<file path="src/rtl/instr_fetch.sv">
// Single-outstanding instruction fetch unit: request / wait / hold sequencing with PC redirect.
// Optional misaligned-redirect trap: define FETCH_MISALIGN_TRAP_EN.
module instr_fetch #(
   parameter logic [31:0] RESET_PC = 32'h0000_0000
) (
   input  logic        clk,
   input  logic        rst_n,
   output logic        imem_req_valid,
   output logic [31:0] imem_req_addr,
   input  logic        imem_req_ready,
   input  logic        imem_rsp_valid,
   input  logic [31:0] imem_rsp_data,
   output logic        instr_valid,
   output logic [31:0] instruction,
   output logic [31:0] instr_pc,
   input  logic        instr_ready,
   input  logic        PCSrc,
   input  logic [31:0] branch_target
`ifdef FETCH_MISALIGN_TRAP_EN
   ,
   output logic        misaligned
`endif
);

   typedef enum logic [1:0] {
      S_REQ  = 2'd0,
      S_WAIT = 2'd1,
      S_HOLD = 2'd2,
      S_HALT = 2'd3
   } state_t;

   state_t      r_state;
   logic [31:0] r_pc;
   logic [31:0] r_fetch_pc;
   logic        r_discard;
   logic        r_req_valid;
   logic        r_instr_valid;
   logic [31:0] r_instruction;
   logic [31:0] r_instr_pc;

   logic        w_hs;
   logic        w_pending;
   logic        w_outstanding;
   logic        w_bad;
   logic [31:0] w_target;

   // Handshake and redirect qualifiers; w_outstanding means a response is still owed after this edge.
   always_comb begin
      w_hs          = r_req_valid & imem_req_ready;
      w_pending     = (r_state == S_WAIT) | r_discard;
      w_outstanding = w_hs | (w_pending & ~imem_rsp_valid);
      w_target      = branch_target & 32'hFFFF_FFFC;
`ifdef FETCH_MISALIGN_TRAP_EN
      w_bad         = |branch_target[1:0];
`else
      w_bad         = 1'b0;
`endif
   end

   // Fetch sequencer: redirect wins over every other event in the same cycle.
   always_ff @(posedge clk or negedge rst_n) begin
      if (!rst_n) begin
         r_state       <= S_REQ;
         r_pc          <= RESET_PC;
         r_fetch_pc    <= 32'h0000_0000;
         r_discard     <= 1'b0;
         r_req_valid   <= 1'b0;
         r_instr_valid <= 1'b0;
         r_instruction <= 32'h0000_0000;
         r_instr_pc    <= 32'h0000_0000;
      end else if (PCSrc) begin
         r_instr_valid <= 1'b0;
         r_discard     <= w_outstanding;
         if (w_bad) begin
            r_state     <= S_HALT;
            r_req_valid <= 1'b0;
         end else begin
            r_pc        <= w_target;
            r_state     <= w_outstanding ? S_WAIT : S_REQ;
            r_req_valid <= ~w_outstanding;
         end
      end else begin
         case (r_state)
            S_REQ: begin
               if (w_hs) begin
                  r_fetch_pc  <= r_pc;
                  r_pc        <= r_pc + 32'd4;
                  r_state     <= S_WAIT;
                  r_req_valid <= 1'b0;
               end else begin
                  r_req_valid <= 1'b1;
               end
            end
            S_WAIT: begin
               if (imem_rsp_valid) begin
                  if (r_discard) begin
                     r_discard   <= 1'b0;
                     r_state     <= S_REQ;
                     r_req_valid <= 1'b1;
                  end else begin
                     r_instruction <= imem_rsp_data;
                     r_instr_pc    <= r_fetch_pc;
                     r_instr_valid <= 1'b1;
                     r_state       <= S_HOLD;
                  end
               end
            end
            S_HOLD: begin
               if (instr_ready) begin
                  r_instr_valid <= 1'b0;
                  r_state       <= S_REQ;
                  r_req_valid   <= 1'b1;
               end
            end
            S_HALT: begin
               // Drain the response of a request abandoned by the trapping redirect.
               if (imem_rsp_valid) begin
                  r_discard <= 1'b0;
               end
            end
            default: begin
               r_state       <= S_REQ;
               r_req_valid   <= 1'b0;
               r_instr_valid <= 1'b0;
               r_discard     <= 1'b0;
            end
         endcase
      end
   end

`ifdef FETCH_MISALIGN_TRAP_EN
   logic r_misaligned;

   // Trap flag: set by a misaligned redirect, cleared by the next aligned one.
   always_ff @(posedge clk or negedge rst_n) begin
      if (!rst_n) begin
         r_misaligned <= 1'b0;
      end else if (PCSrc) begin
         r_misaligned <= w_bad;
      end else begin
         r_misaligned <= r_misaligned;
      end
   end

   assign misaligned = r_misaligned;
`endif

   assign imem_req_valid = r_req_valid;
   assign imem_req_addr  = r_pc;
   assign instr_valid    = r_instr_valid;
   assign instruction    = r_instruction;
   assign instr_pc       = r_instr_pc;

endmodule
</file>
<file path="config.mk">
export PLATFORM = sky130hd
export DESIGN_NAME = instr_fetch
export DESIGN_NICKNAME = d
export VERILOG_FILES = /design/src/rtl/instr_fetch.sv
export SDC_FILE = /design/constraint.sdc
export NUM_CORES = 1
export LEC_CHECK = 0
export ABC_AREA = 1
export CORE_UTILIZATION = 52
export DETAILED_ROUTE_END_ITERATION = 8
export GPL_TIMING_DRIVEN = 0
export HOLD_SLACK_MARGIN = 0.12
export PLACE_DENSITY = 0.86
export SLEW_MARGIN = 30
export SYNTH_ARGS = -nofsm -noshare
export SYNTH_HDL_FRONTEND = slang
export SYNTH_SLANG_ARGS = --single-unit
</file>
<file path="constraint.sdc">
create_clock -name clk -period 2.2 [get_ports clk]
set_input_delay 0.55 -clock clk [delete_from_list [all_inputs] [get_ports clk]]
set_output_delay 0.55 -clock clk [all_outputs]
set_load 0.02 [all_outputs]
</file>
## Yosys cells after proc, flatten, opt, wreduce, memory -nomap -nowiden

Cells that the tools add are included.

- $add $sub $neg: 1
- Reductions and logical operators: 15
- Mux-type cells: 24
- Bitwise gates (word level): 8
- Equality and inequality tests: 8

Operator list:

| kind | number |
|---|---|
| 2-to-1 mux 32 bit | 3 |
| adder 32 x 3 -> 32 bit, second input constant | 1 |
| AND reduction 4 bit | 4 |
| inequality test 3 bit, second input constant | 5 |
| 2-to-1 mux 1 bit | 13 |
| 2-to-1 mux 2 bit | 5 |
| nonzero test 2 bit | 4 |
| one-hot mux 2 bit (3 select lines) | 1 |
| == test 2 bit, second input constant | 2 |
| inverter 1 bit | 4 |
| AND reduction 2 bit | 2 |
| nonzero test 4 bit | 1 |
| one-hot mux 1 bit (3 select lines) | 1 |
| AND reduction 3 bit | 1 |
| nonzero test 3 bit | 1 |
| bitwise AND 1 bit | 2 |
| == test 2 x 1 -> 1 bit, second input constant | 1 |
| logical NOT 2 bit | 1 |
| bitwise OR 1 bit | 2 |
| one-hot mux 1 bit (2 select lines) | 1 |
| OR reduction 2 bit | 1 |

- Logic and storage cells: 64
- Register bits: 133

## Logic depth before layout (Yosys ltp)

- Depth after elaboration: 6
- Gate-level depth with buffers: 10

## Worst setup path before layout

OpenSTA, ideal clock, no wires.

- Kind: register to register
- From: reg r_pc[3] (netlist: imem_req_addr[3])
- To: reg r_pc[22] (netlist: imem_req_addr[22])
- Slack: 0.611 ns
- Arrival time: 1.472 ns
- Stages on the path, launching flop included: 11
- Path through: dfrtp_1 ha_1 nand2_1 nor2_2 nand2_4 nor2_8 nand2_2 nand2_1 nand3_1 nand2_1 nand2_1

- Longest elaborated chain between the ends: 4

RTL lines:

| item | line | source |
|---|---|---|
| from (decl) | 33 | `logic [31:0] r_pc;` |
| from (signal assigned) | 78 | `r_pc <= w_target;` |
| from (signal assigned) | 87 | `r_pc <= r_pc + 32'd4;` |
| adder 32 x 3 -> 32 bit | 87 |  |
| 2-to-1 mux 32 bit | 85 | `if (w_hs) begin` |
| 2-to-1 mux 32 bit | 83 | `case (r_state)` |
| 2-to-1 mux 32 bit | 71 | `end else if (PCSrc) begin` |

Every way passes these cells. The select of a mux whose other input is x is not followed.
A chain may end at the register's enable or synchronous reset.

## Worst setup path after layout

- From: reg r_pc[15] (netlist: imem_req_addr[15])
- To: out imem_req_addr[15]

RTL lines:

| item | line | source |
|---|---|---|
| to (decl) | 9 | `output logic [31:0] imem_req_addr,` |

No word-level cell between the ends.

==> impl_results.md <==
* Status: completed
* Top Family by Delay on Critical Path: buffers and inverters
* CP max-delay cell: clkdlybuf4s50_1
* Commonest cells after routing, fill and taps aside: nand2_1 (167), clkdlybuf4s50_1 (159), dfrtp_1 (127)
* Async set-reset flop share out of synthesis at between 90% and 100%
* CTS buffer count at 17
* Sequential share of the synthesized area at 54.0%
* Ant diodes at 0
* Dominant cell type by area after synthesis: dfrtp_1
* Drt total wl at 17.7 mm
* Worst skew pair latency at 420 ps
* CTS H-tree depth at 4
* Post-Synthesis Cells at between 600 and 700
* Worst flop-to-flop path endpoint: imem_req_addr[26]
* HP Class: reg2reg
* Max-slew headroom at 54.1%
* Top_reg_cell synth: dfrtp_1
* GRT Util Overall at between 30% and 40%
* Share of layout cells above drive strength 1 at 12.1%
* First DRT Iteration DRCs at 500
* Worst-case clock buffer depth at 2
* Cell Rows at 38
* Worst r2r src: r_state[0]
* Worst setup path category: reg2out
* Vias/cell at about 5.5
* Hpwl dp at between 10 and 15 mm
* Clock transition at path regs at 50 ps
* Die area at 11800 sq um
* Most common cell after layout, fill and taps aside: nand2_1
* Crit path time final at 2170 ps
* Final Hold Fails at 0
* RD Place Congestion at just under 0.9
* Yosys cell types at 38
* Final core utilization at ~76%
* Arrival time worst endpoint at around 1600 ps
* Peak supply drop at around 0.84 mV
* Worst reg2reg path depth at 8
* CTS tree: built
* Min Hold Slack at roughly 480 ps
* DP Area at approximately 7700 sq um
* Core Region at 10900 sq um
* Critical path destination: imem_req_addr[15]
* CP Buf/Inv Count at 1
* Crit-path cells: clkdlybuf4s50_1
* WL/cell at 17.9 um
* Number of synthesized register bits at ~130
* Crit start category: flop
* LEAKAGE at between 3 and 4 nW
* Max-cap violations at 0
* Pwr dens at between 1000 and 1500 nW/um^2
* GRT overflow at 0
* Vert. Die Dim at about 110 um
* Drt pass-1 iters at 5
* Die Wd at roughly 110 um
* Final slew viol count at 0
* Clk root buf: clkbuf_16
* Crit. End Element: output pin
* DRC viols at 0
* RSZ-0062 raised after global routing: false
* CP max stage delay at around 670 ps
* Pwr Total at roughly 0.011 W
* Initial core utilization at between 50 and 60%
* Synth warnings at 0
* IO Pins at about 170
* Initial antenna violation count at 0
* CTS sink count at around 130
* Actual slew at the worst max-slew pin at roughly 690 ps
* R2r setup slk at about 170 ps
* Mapped Avg Cell Area at about 9 sq um
* ANT nets after route at 0
* Stages on worst setup path at 1
* Largest net degree at the start of global routing at 69
* CP max FO at 6
* Register area at ~3200 sq um
* Period Utilization, post-route at roughly 98%
* Layout net count at between 900 and 1000
* Final setup violation count at 0
* Post-layout instance area at 8300 sq um
* # port buffers at 161
* CP startpoint: imem_req_addr[15]
* FMAX at between 400 and 500 MHz
* Post-Syn Area at between 5000 and 6000 sq um
* Fill cell count at around 750
* Multi-input logic area at roughly 2300 sq um
* Vias in the first global route at around 5500
* Vias at roughly 5400
* P&R area growth vs syn at 40.9%
* WP data required at approximately 1700 ps
* Skew final at slightly above 8 ps
* First-pass GRT wire length at ~28 mm
* Post-synth EDFFs at 0
* Top cells by area, synth: dfrtp_1 (54%), nand2_1 (11%), o21ai_0 (5.9%), mux2_2 (5.7%), inv_1 (3.9%)
* Synth top area share at between 50% and 60%
==> per-stage QoR <==
stage                     setup TNS, ps  cells  worst slack (ps)
after floorplan                       0    656               611
after global placement          -528600    957             -4170
after detailed placement          -1240    958             -85.5
after CTS                             0    991              19.2
after global routing                  0    991              5.68
final                                 0    991              33.6
==> synth_stat cells, types with 2 or more instances <==
library cell  number
o211ai_1           7
o21ai_1            2
nand4_1            6
mux2_1             3
inv_1             61
dfrtp_1          127
nand2_2            5
nor2_1            55
mux2_2            30
ha_1               4
nand2_4            2
buf_4              6
nor2_8             2
nor2_4             5
buf_2             13
xor2_1             7
nand3_1           29
nor2_2             4
clkbuf_1           9
nand2_1          167
o2111ai_1          2
o21ai_0           69
o21bai_1           2
a21oi_1           13
nor3_1             6
nand3b_1           5
==> routing by layer <==
metal | global-route usage [%] | up-vias | part of all wire [%] | routed length, um
met1 | 38.7 | 2596 | 40 | 7070
met4 | 12.6 | 0 | 2.7 | 484
met2 | 53.9 | 306 | 49 | 8700
li1 | - | 2473 | - | -
met3 | 6.57 | 47 | 8.2 | 1450
met5 | 0 | - | 0 | 0
==> logic make-up after synthesis <==
family          after synthesis  share of synthesized area (%)
fa+ha+maj                     4                          0.850
other cells                   1                         0.0637
xor+xnor                      8                           1.19
compound gates               99                           9.07
mux                          33                           6.31
simple gates                290                           22.1
flops                       127                           54.0
buf+inv                      91                           6.48
==> what timing repair did <==
item / CTS / global route
endpoints found under the setup margin: 0 / 1
hold endpoints to repair: 59 / 0
setup buffers: 0 / 0
hold buffers: 1 / 0
resized for setup: 0 / 1
==> sequential cells by signal, summed over array words and instances (netlist names) <==
register        cells
instruction        32
r_fetch_pc         30
r_discard           1
imem_req_addr      30
imem_req_valid      1
r_state             2
instr_pc           30
instr_valid         1
==> worst reg2reg max path, delay by kind of cell (launching register included) <==
family,cells,cell delay (ps)
buffers and inverters,3,740
AND/OR/NAND/NOR,4,590
flip-flops,1,360
adder cells (fa/ha/maj),1,270
==> cell type report <==
| cell class | count | area share (%) |
|---|---|---|
| plain buffers | 28 | 1.73 |
| clock buffers | 21 | 5.43 |
| clock inverters | 11 | 1.40 |
| inverters | 63 | 2.86 |
| multi-input cells | 438 | 28.2 |
| flip-flops and latches | 127 | 38.3 |
| well taps | 140 | 2.11 |
| repair buffers | 163 | 20.0 |
==> worst min-delay path by stage <==
stage	start	end	slack [ps]	cells past startpoint
floorplan	rst_n	imem_req_addr[10]	250	0
global placement	instr_pc[9]	instr_pc[9]	470	2
detailed placement	instr_pc[25]	instr_pc[25]	470	2
CTS	instr_pc[25]	instr_pc[25]	490	2
global route	instruction[16]	instruction[16]	510	1
finish	instr_pc[18]	instr_pc[18]	480	2
==> report_power, final <==
group	switching (W)	internal (W)	leakage, nW	total, W
logic	0.00243	0.00206	1.97	0.00448
registers	0.000655	0.00334	1.53	0.00399
clock network	0.00104	0.00168	0.273	0.00272
total	0.00412	0.00708	3.77	0.0112
Note: power is estimated with default switching activity, not from simulation.
